File: src/rtl/mistable_pkg.sv
// rtl/mistable_pkg.sv - shared scheduler state type and coordinate width
package mistable_pkg;

  localparam int COORD_W = 16;

  typedef enum logic [1:0] {
    ST_IDLE   = 2'd0,
    ST_ACTIVE = 2'd1,
    ST_HBLANK = 2'd2,
    ST_VBLANK = 2'd3
  } sched_state_t;

endpackage

File: src/rtl/mistable_frame_sched_if.sv
// rtl/mistable_frame_sched_if.sv - coordinate beat stream between scheduler and pixel sink
interface mistable_frame_sched_if;
  import mistable_pkg::*;

  logic               out_valid;
  logic               out_ready;
  logic [COORD_W-1:0] pix_x;
  logic [COORD_W-1:0] pix_y;
  logic               sof;
  logic               eol;
  logic               eof;

  modport master (
    output out_valid, pix_x, pix_y, sof, eol, eof,
    input  out_ready
  );

  modport slave (
    input  out_valid, pix_x, pix_y, sof, eol, eof,
    output out_ready
  );

endinterface

File: src/rtl/mistable_raster_cnt.sv
// rtl/mistable_raster_cnt.sv - x/y raster position counter with line/frame end flags
module mistable_raster_cnt
  import mistable_pkg::*;
#(
  parameter int W = 256,
  parameter int H = 240
) (
  input  logic               clk,
  input  logic               rst_n,
  input  logic               clr,
  input  logic               adv,
  output logic [COORD_W-1:0] x,
  output logic [COORD_W-1:0] y,
  output logic               last_x,
  output logic               last_xy
);

  localparam logic [COORD_W-1:0] X_LAST = COORD_W'(W - 1);
  localparam logic [COORD_W-1:0] Y_LAST = COORD_W'(H - 1);

  assign last_x  = (x == X_LAST);
  assign last_xy = last_x && (y == Y_LAST);

  // Step across the line, wrap to the next line, and wrap to (0,0) after the last pixel.
  always_ff @(posedge clk or negedge rst_n) begin
    if (!rst_n) begin
      x <= '0;
      y <= '0;
    end else if (clr) begin
      x <= '0;
      y <= '0;
    end else if (adv) begin
      if (last_x) begin
        x <= '0;
        y <= last_xy ? '0 : y + COORD_W'(1);
      end else begin
        x <= x + COORD_W'(1);
      end
    end
  end

endmodule

File: src/rtl/mistable_frame_sched.sv
// rtl/mistable_frame_sched.sv - raster frame scheduler; MISTABLE_SCHED_BLANK_EN adds line/frame blanking
module mistable_frame_sched
  import mistable_pkg::*;
#(
  parameter int W = 256,
  parameter int H = 240
`ifdef MISTABLE_SCHED_BLANK_EN
  ,
  parameter int HBLANK = 16,
  parameter int VBLANK = 64
`endif
) (
  input  logic                          clk,
  input  logic                          rst_n,
  input  logic                          cmd_start,
  input  logic                          cmd_single,
  input  logic                          cmd_stop,
  mistable_frame_sched_if.master        stream,
  output logic                          busy,
  output logic                          frame_done,
  output logic [COORD_W-1:0]            frame_cnt
);

  sched_state_t       state_q;
  sched_state_t       state_d;
  logic               continuous_q;
  logic               continuous_d;
  logic               beat;
  logic               cnt_clr;
  logic [COORD_W-1:0] x;
  logic [COORD_W-1:0] y;
  logic               last_x;
  logic               last_xy;
  logic               frame_done_q;
  logic [15:0]        frame_cnt_q;
`ifdef MISTABLE_SCHED_BLANK_EN
  logic [15:0]        blank_q;
  logic [15:0]        blank_d;
`endif

  assign beat = (state_q == ST_ACTIVE) && stream.out_ready;

  mistable_raster_cnt #(
    .W(W),
    .H(H)
  ) u_raster (
    .clk     (clk),
    .rst_n   (rst_n),
    .clr     (cnt_clr),
    .adv     (beat),
    .x       (x),
    .y       (y),
    .last_x  (last_x),
    .last_xy (last_xy)
  );

  // Next-state logic; the command decode feeds the frame-end decision in the same cycle.
  always_comb begin
    state_d      = state_q;
    continuous_d = continuous_q;
    cnt_clr      = 1'b0;
`ifdef MISTABLE_SCHED_BLANK_EN
    blank_d      = blank_q;
`endif
    if (cmd_stop || cmd_single) begin
      continuous_d = 1'b0;
    end else if (cmd_start) begin
      continuous_d = 1'b1;
    end

    case (state_q)
      ST_IDLE: begin
        cnt_clr = 1'b1;
        if (!cmd_stop && (cmd_single || cmd_start)) begin
          state_d = ST_ACTIVE;
        end
      end
      ST_ACTIVE: begin
        if (beat && last_xy) begin
`ifdef MISTABLE_SCHED_BLANK_EN
          state_d = ST_VBLANK;
          blank_d = 16'(VBLANK - 1);
`else
          state_d = continuous_d ? ST_ACTIVE : ST_IDLE;
`endif
        end
`ifdef MISTABLE_SCHED_BLANK_EN
        else if (beat && last_x) begin
          state_d = ST_HBLANK;
          blank_d = 16'(HBLANK - 1);
        end
`endif
      end
`ifdef MISTABLE_SCHED_BLANK_EN
      ST_HBLANK: begin
        if (blank_q == 16'd0) begin
          state_d = ST_ACTIVE;
        end else begin
          blank_d = blank_q - 16'd1;
        end
      end
      ST_VBLANK: begin
        if (blank_q == 16'd0) begin
          state_d = continuous_d ? ST_ACTIVE : ST_IDLE;
        end else begin
          blank_d = blank_q - 16'd1;
        end
      end
`endif
      default: begin
        state_d = ST_IDLE;
      end
    endcase
  end

  // Scheduler state register.
  always_ff @(posedge clk or negedge rst_n) begin
    if (!rst_n) begin
      state_q      <= ST_IDLE;
      continuous_q <= 1'b0;
`ifdef MISTABLE_SCHED_BLANK_EN
      blank_q      <= 16'd0;
`endif
    end else begin
      state_q      <= state_d;
      continuous_q <= continuous_d;
`ifdef MISTABLE_SCHED_BLANK_EN
      blank_q      <= blank_d;
`endif
    end
  end

  // Completed-frame count and the registered done pulse following the eof beat.
  always_ff @(posedge clk or negedge rst_n) begin
    if (!rst_n) begin
      frame_done_q <= 1'b0;
      frame_cnt_q  <= 16'd0;
    end else begin
      frame_done_q <= beat && last_xy;
      if (beat && last_xy) begin
        frame_cnt_q <= frame_cnt_q + 16'd1;
      end
    end
  end

  assign stream.out_valid = (state_q == ST_ACTIVE);
  assign stream.pix_x     = x;
  assign stream.pix_y     = y;
  assign stream.sof       = stream.out_valid && (x == '0) && (y == '0);
  assign stream.eol       = stream.out_valid && last_x;
  assign stream.eof       = stream.out_valid && last_xy;
  assign busy             = (state_q != ST_IDLE);
  assign frame_done       = frame_done_q;
  assign frame_cnt        = frame_cnt_q;

endmodule

File: src/flat_wrapper.sv
// flat-port wrapper written by rule: the top's interface ports become plain ports
module mistable_frame_sched_flat import mistable_pkg::*;
#(
  parameter int W = 256,
  parameter int H = 240

)
  (clk, rst_n, cmd_start, cmd_single, cmd_stop, busy, frame_done, frame_cnt, stream_out_valid, stream_pix_x, stream_pix_y, stream_sof, stream_eol, stream_eof, stream_out_ready);
  mistable_frame_sched_if stream_i ();
  input  logic clk;
  input  logic rst_n;
  input  logic cmd_start;
  input  logic cmd_single;
  input  logic cmd_stop;
  output logic busy;
  output logic frame_done;
  output logic [COORD_W-1:0] frame_cnt;
  output wire logic [$bits(stream_i.out_valid)-1:0] stream_out_valid;
  output wire logic [$bits(stream_i.pix_x)-1:0] stream_pix_x;
  output wire logic [$bits(stream_i.pix_y)-1:0] stream_pix_y;
  output wire logic [$bits(stream_i.sof)-1:0] stream_sof;
  output wire logic [$bits(stream_i.eol)-1:0] stream_eol;
  output wire logic [$bits(stream_i.eof)-1:0] stream_eof;
  input wire logic [$bits(stream_i.out_ready)-1:0] stream_out_ready;
  assign stream_out_valid = stream_i.out_valid;
  assign stream_pix_x = stream_i.pix_x;
  assign stream_pix_y = stream_i.pix_y;
  assign stream_sof = stream_i.sof;
  assign stream_eol = stream_i.eol;
  assign stream_eof = stream_i.eof;
  assign stream_i.out_ready = stream_out_ready;
  mistable_frame_sched #(.W(W), .H(H)) u_core (.clk(clk), .rst_n(rst_n), .cmd_start(cmd_start), .cmd_single(cmd_single), .cmd_stop(cmd_stop), .stream(stream_i), .busy(busy), .frame_done(frame_done), .frame_cnt(frame_cnt));
endmodule
File: config.mk
export PLATFORM = sky130hd
export DESIGN_NAME = mistable_frame_sched_flat
export DESIGN_NICKNAME = d
export VERILOG_FILES = /design/src/rtl/mistable_pkg.sv /design/src/rtl/mistable_frame_sched_if.sv /design/src/rtl/mistable_raster_cnt.sv /design/src/rtl/mistable_frame_sched.sv /design/src/flat_wrapper.sv
export SDC_FILE = /design/constraint.sdc
export NUM_CORES = 1
export LEC_CHECK = 0
export CAP_MARGIN = 10
export CORE_ASPECT_RATIO = 0.7
export CORE_UTILIZATION = 35
export DETAILED_ROUTE_END_ITERATION = 10
export HOLD_SLACK_MARGIN = 0.03
export PLACE_DENSITY_LB_ADDON = 0.12
export SYNTH_ARGS = -nofsm -noshare
export SYNTH_HDL_FRONTEND = slang
export SYNTH_HIERARCHICAL = 1
export SYNTH_SLANG_ARGS = --single-unit
File: constraint.sdc
create_clock -name clk -period 3.4 [get_ports clk]
set_clock_uncertainty 0.1 [all_clocks]
set_input_delay 0.68 -clock clk [delete_from_list [all_inputs] [get_ports clk]]
set_output_delay 0.68 -clock clk [all_outputs]
set_load 0.05 [all_outputs]
; ---- Word-level counts from Yosys, hierarchy flattened
; Index checks and enable logic that the tools add are counted.
[word_totals]
reg_bits = 52
output_inout_bits = 54
elab_cells = 47
[op_classes]
n_addsub = 3
n_eq_ne = 5
mux = 14
n_reduce_logical = 19
[op_table]
columns = cell, count
row1 = $mux 16, 7
row2 = $add 16x1->16 const B, 3
row3 = $eq 16x8->1 const B, 2
row4 = $logic_not 16->1, 2
row5 = $logic_and 1x1->1, 8
row6 = $reduce_bool 2->1, 3
row7 = $mux 1, 4
row8 = $mux 2, 2
row9 = $pmux 2 s2, 1
row10 = $reduce_and 2->1, 2
row11 = $eq 2x1->1 const B, 1
row12 = $logic_not 2->1, 1
row13 = $logic_or 1x1->1, 2
row14 = $ne 2x1->1 const B, 1
row15 = $ne 2x2->1 const B, 1
row16 = $logic_not 1->1, 1

; ---- Longest topological paths before layout
[depth]
depth_word = 6
depth_mapped = 9

; ---- Hierarchy
; The synthesis kept the hierarchy.
[modules_own_cells]
columns = module, instances, cells_each, area_each_um2
row1 = mistable_raster_cnt, 1, 204, 1806.7
row2 = mistable_frame_sched, 1, 86, 927.1

; ---- Least setup slack after synthesis
; Ideal clock, no wire load.
[synth_timing]
path_kind = register to output
start = reg u_core.state_q[0]
end = out stream_sof
t_arrival_ns = 2.331
t_required_ns = 2.620
setup_slack_ns = 0.289
path_stages_with_launch = 5
path_buffers = 0
cell_sequence = dfrtp_1 > inv_1 > nor4_1 > nand4_1 > nor3_1
[synth_via]
elab_chain_cells = 3
[synth_lines]
columns = element, line
row1 = from (decl), mistable_frame_sched.sv:24  ; sched_state_t state_q;
row2 = from (signal assigned), mistable_frame_sched.sv:125  ; state_q <= state_d;
row3 = $eq 2x1->1, mistable_frame_sched.sv:146  ; assign stream.out_valid = (state_q == ST_ACTIVE);
row4 = $logic_and 1x1->1 (2 in series), mistable_frame_sched.sv:149  ; assign stream.sof = stream.out_valid && (x == '0) && (y == '0);
row5 = to (decl), flat_wrapper.sv:21  ; output wire logic [$bits(stream_i.sof)-1:0] stream_sof;
; Every way passes these cells.

; ---- Final worst setup path
[layout_timing]
start = reg u_core.u_raster.x[0]
end = out stream_eof
[layout_via]
elab_chain_cells = 3
[layout_lines]
columns = element, line
row1 = from (decl), mistable_raster_cnt.sv:12  ; output logic [COORD_W-1:0] x,
row2 = from (signal assigned), mistable_raster_cnt.sv:37  ; x <= x + COORD_W'(1);
row3 = $eq 16x8->1, mistable_raster_cnt.sv:21  ; assign last_x = (x == X_LAST);
row4 = named net u_core.last_x, mistable_frame_sched.sv:32  ; logic last_x;
row5 = $logic_and 1x1->1, mistable_raster_cnt.sv:22  ; assign last_xy = last_x && (y == Y_LAST);
row6 = named net u_core.last_xy, mistable_frame_sched.sv:33  ; logic last_xy;
row7 = $logic_and 1x1->1, mistable_frame_sched.sv:151  ; assign stream.eof = stream.out_valid && last_xy;
row8 = to (decl), flat_wrapper.sv:23  ; output wire logic [$bits(stream_i.eof)-1:0] stream_eof;
; The timed path passes the listed nets, and every way through them passes these cells.

==> results.json <==
{
  "status": "completed",
  "setup_tns_ps": 0,
  "io_buffers": 59,
  "synth.distinct_cells": 41,
  "setup.worst_path.class": "flop to primary output",
  "grt_pass1_wl_mm": 11.8,
  "die-area_sq_mm": 0.00817,
  "slew_viol_final": 0,
  "cts.sinks": 51,
  "overflow": 0,
  "r2r_end": "u_core/frame_cnt[12]",
  "core_sq_mm": 0.00742,
  "p_per_area_mw_per_mm2": 379,
  "num_io_pins": 60,
  "slew_headroom": 0.648,
  "detail_route.wl_per_cell_microns": 16.0,
  "min_period_over_period": 0.902,
  "drive_above_1_share": 0.0829,
  "final-setup-viol-count": 0,
  "instances_no_fill": 448,
  "firstDrtPassIters": 4,
  "final.min_clock_period_ps": 3070,
  "synth_top_cell_area_share": 0.467,
  "layout_commonest_cell": "clkdlybuf4s50_1",
  "ant_nets": 0,
  "synthArstFlopShare": 1.00,
  "vias": 2458,
  "synth_cells": 290,
  "numCtsBuffers": 5,
  "grt_pass1_vias": 2199,
  "fin_util": 0.477,
  "synth_seq_cells": 51,
  "cts_htree_levels": 2,
  "hpwlAfterDp_mm": 5.25,
  "start_kind": "flop",
  "rows": 26,
  "drv_cap": 0,
  "cp-endpoint": "stream_eof",
  "insertion_delay_ps": 310,
  "crit_start": "u_core/u_raster/x[0]",
  "worstPathArrival_ps": 2290,
  "multi_input_area_sq_mm": 0.00140,
  "rsz0062_at_grt": "no",
  "r2r-start": "u_core/u_raster/x[0]",
  "synth_warnings": 6,
  "cp.required_ps": 2620,
  "worst_pin_slew_ps": 527,
  "drc": 0,
  "cp_max_fo": 9,
  "n_fill_cell": 731,
  "power_leakage_nw": 1.51,
  "fmax_ghz": 0.326,
  "die_y_microns": 75.9,
  "start_util": 0.369,
  "synth_area_leaders": "dfrtp_1 (47%), nor2_1 (4.4%), xnor2_1 (4.2%), xor2_1 (4.2%), nand3_1 (3.7%)",
  "netlist_area_sq_mm": 0.00273,
  "r2r_slack_ps": 720,
  "ys_seq_area_frac": 0.467,
  "syn2layout_area_growth_pct": 29.5,
  "cts_hold_buf": 0,
  "die_x_microns": 108,
  "grt.total_usage": 0.185,
  "whs_ps": 217,
  "layout.nets": 358,
  "drt-total-wl_mm": 7.18,
  "place_inst": 440,
  "clock_path_buffers": 2,
  "yosys.area.top_type": "dfrtp_1",
  "cts_root_buf": "clkbuf_8",
  "layout_common_cells": "clkdlybuf4s50_1 (55), dfrtp_1 (51), nor2_1 (32)",
  "synth_edf_count": 0,
  "hold_violations": 0,
  "synth_ff_type": "dfrtp_1",
  "place_congestion": 0.870,
  "clk_pin_slew_ps": 100,
  "syn_area_per_cell_sq_um": 9.43,
  "critPathCaptureType": "primary output",
  "ir_drop_uv": 404,
  "hold_class": "input port to asynchronous set/reset pin",
  "grt_max_degree": 32,
  "regArea_sq_mm": 0.00128,
  "cts_setup_buffers": 0,
  "drt_iter0_markers": 252,
  "total_power_mw": 1.34,
  "vias_per_cell": 5.49,
  "cts_tree": "built",
  "r2r_cells": 9,
  "cts_resized": 0,
  "antennaDiodeCount": 0,
  "synthesis.nets": 299,
  "antenna_found_initial": 0
}
[layer usage]
metal | vias to the layer above | part of all wire | track usage
li1 | 1190 | - | -
met1 | 1178 | 0.51 | 0.296
met2 | 83 | 0.41 | 0.252
met3 | 7 | 0.070 | 0.0379
met4 | 0 | 0.0075 | 0.0342
met5 | - | 0 | 0
[cell families after synthesis]
group,share of synthesized area
DFF,0.467
xor gates and xnor gates,0.0833
buffers and inverters,0.0220
muxes,0.00732
adders and majority gates,0.0137
and+or+nand+nor,0.330
AOI/OAI and AO/OA,0.0773
[through the flow]
stage / area (sq um) / worst slack (ps)
6_report: 3540 / 332
5_1_grt: 3540 / 212
4_1_cts: 3540 / 339
3_5_place_dp: 3440 / 690
3_3_place_gp: 3440 / 733
2_1_floorplan: 2730 / 289
[how the worst min path moves through the flow]
stage | start | endpoint | cells after the start
after detailed placement | u_core/frame_cnt[15] | u_core/frame_cnt[15] | 1
after CTS | rst_n | u_core/u_raster/x[7] | 1
after floorplan | rst_n | u_core/continuous_q | 0
final | rst_n | u_core/u_raster/x[7] | 1
after global routing | rst_n | u_core/u_raster/x[7] | 1
after global placement | u_core/frame_cnt[15] | u_core/frame_cnt[15] | 1
[Yosys cell counts (2+ instances only)]
cell type	n
mux2i_1	2
nor4_4	2
and2_1	2
and3_1	8
xor2_1	13
buf_2	3
xnor2_1	13
nor4_1	13
clkbuf_1	7
inv_1	3
nor2_1	32
nand4_1	15
o21ai_0	16
or4_1	9
nor3_1	7
and4_1	3
a21oi_1	15
nand3_1	20
ha_1	3
nand3_2	2
and2_2	3
dfrtp_1	51
or3_1	4
nand2_1	24
a21o_1	4
[report_power, final]
group | internal (mW) | switching [mW]
Clock | 0.167 | 0.214
Sequential | 0.634 | 0.0585
Combinational | 0.0903 | 0.179
Total | 0.891 | 0.451
[critical path, stage by stage (launching register included)]
cell and delay, ps:
dfrtp_1 510, ha_1 300, nand3_1 150, nor4_4 280, buf_4 210, and2_1 210, and2_2 190, buf_12 130
[state kept, by name, indices dropped and copies added (netlist names)]
signal / cells
u_core/frame_cnt: 16
u_core/frame_done: 1
u_core/u_raster/y: 16
u_core/u_raster/x: 16
u_core/state_q: 1
u_core/continuous_q: 1
[area by class of cell]
cell class / instances / share of cell area
multi-input cells: 225 / 0.395
clock buffers: 6 / 0.0233
well taps: 98 / 0.0346
clock inverters: 2 / 0.00460
flip-flops and latches: 51 / 0.361
repair buffers: 63 / 0.179
inverters: 3 / 0.00318
Note: power is estimated with default switching activity, not from simulation.
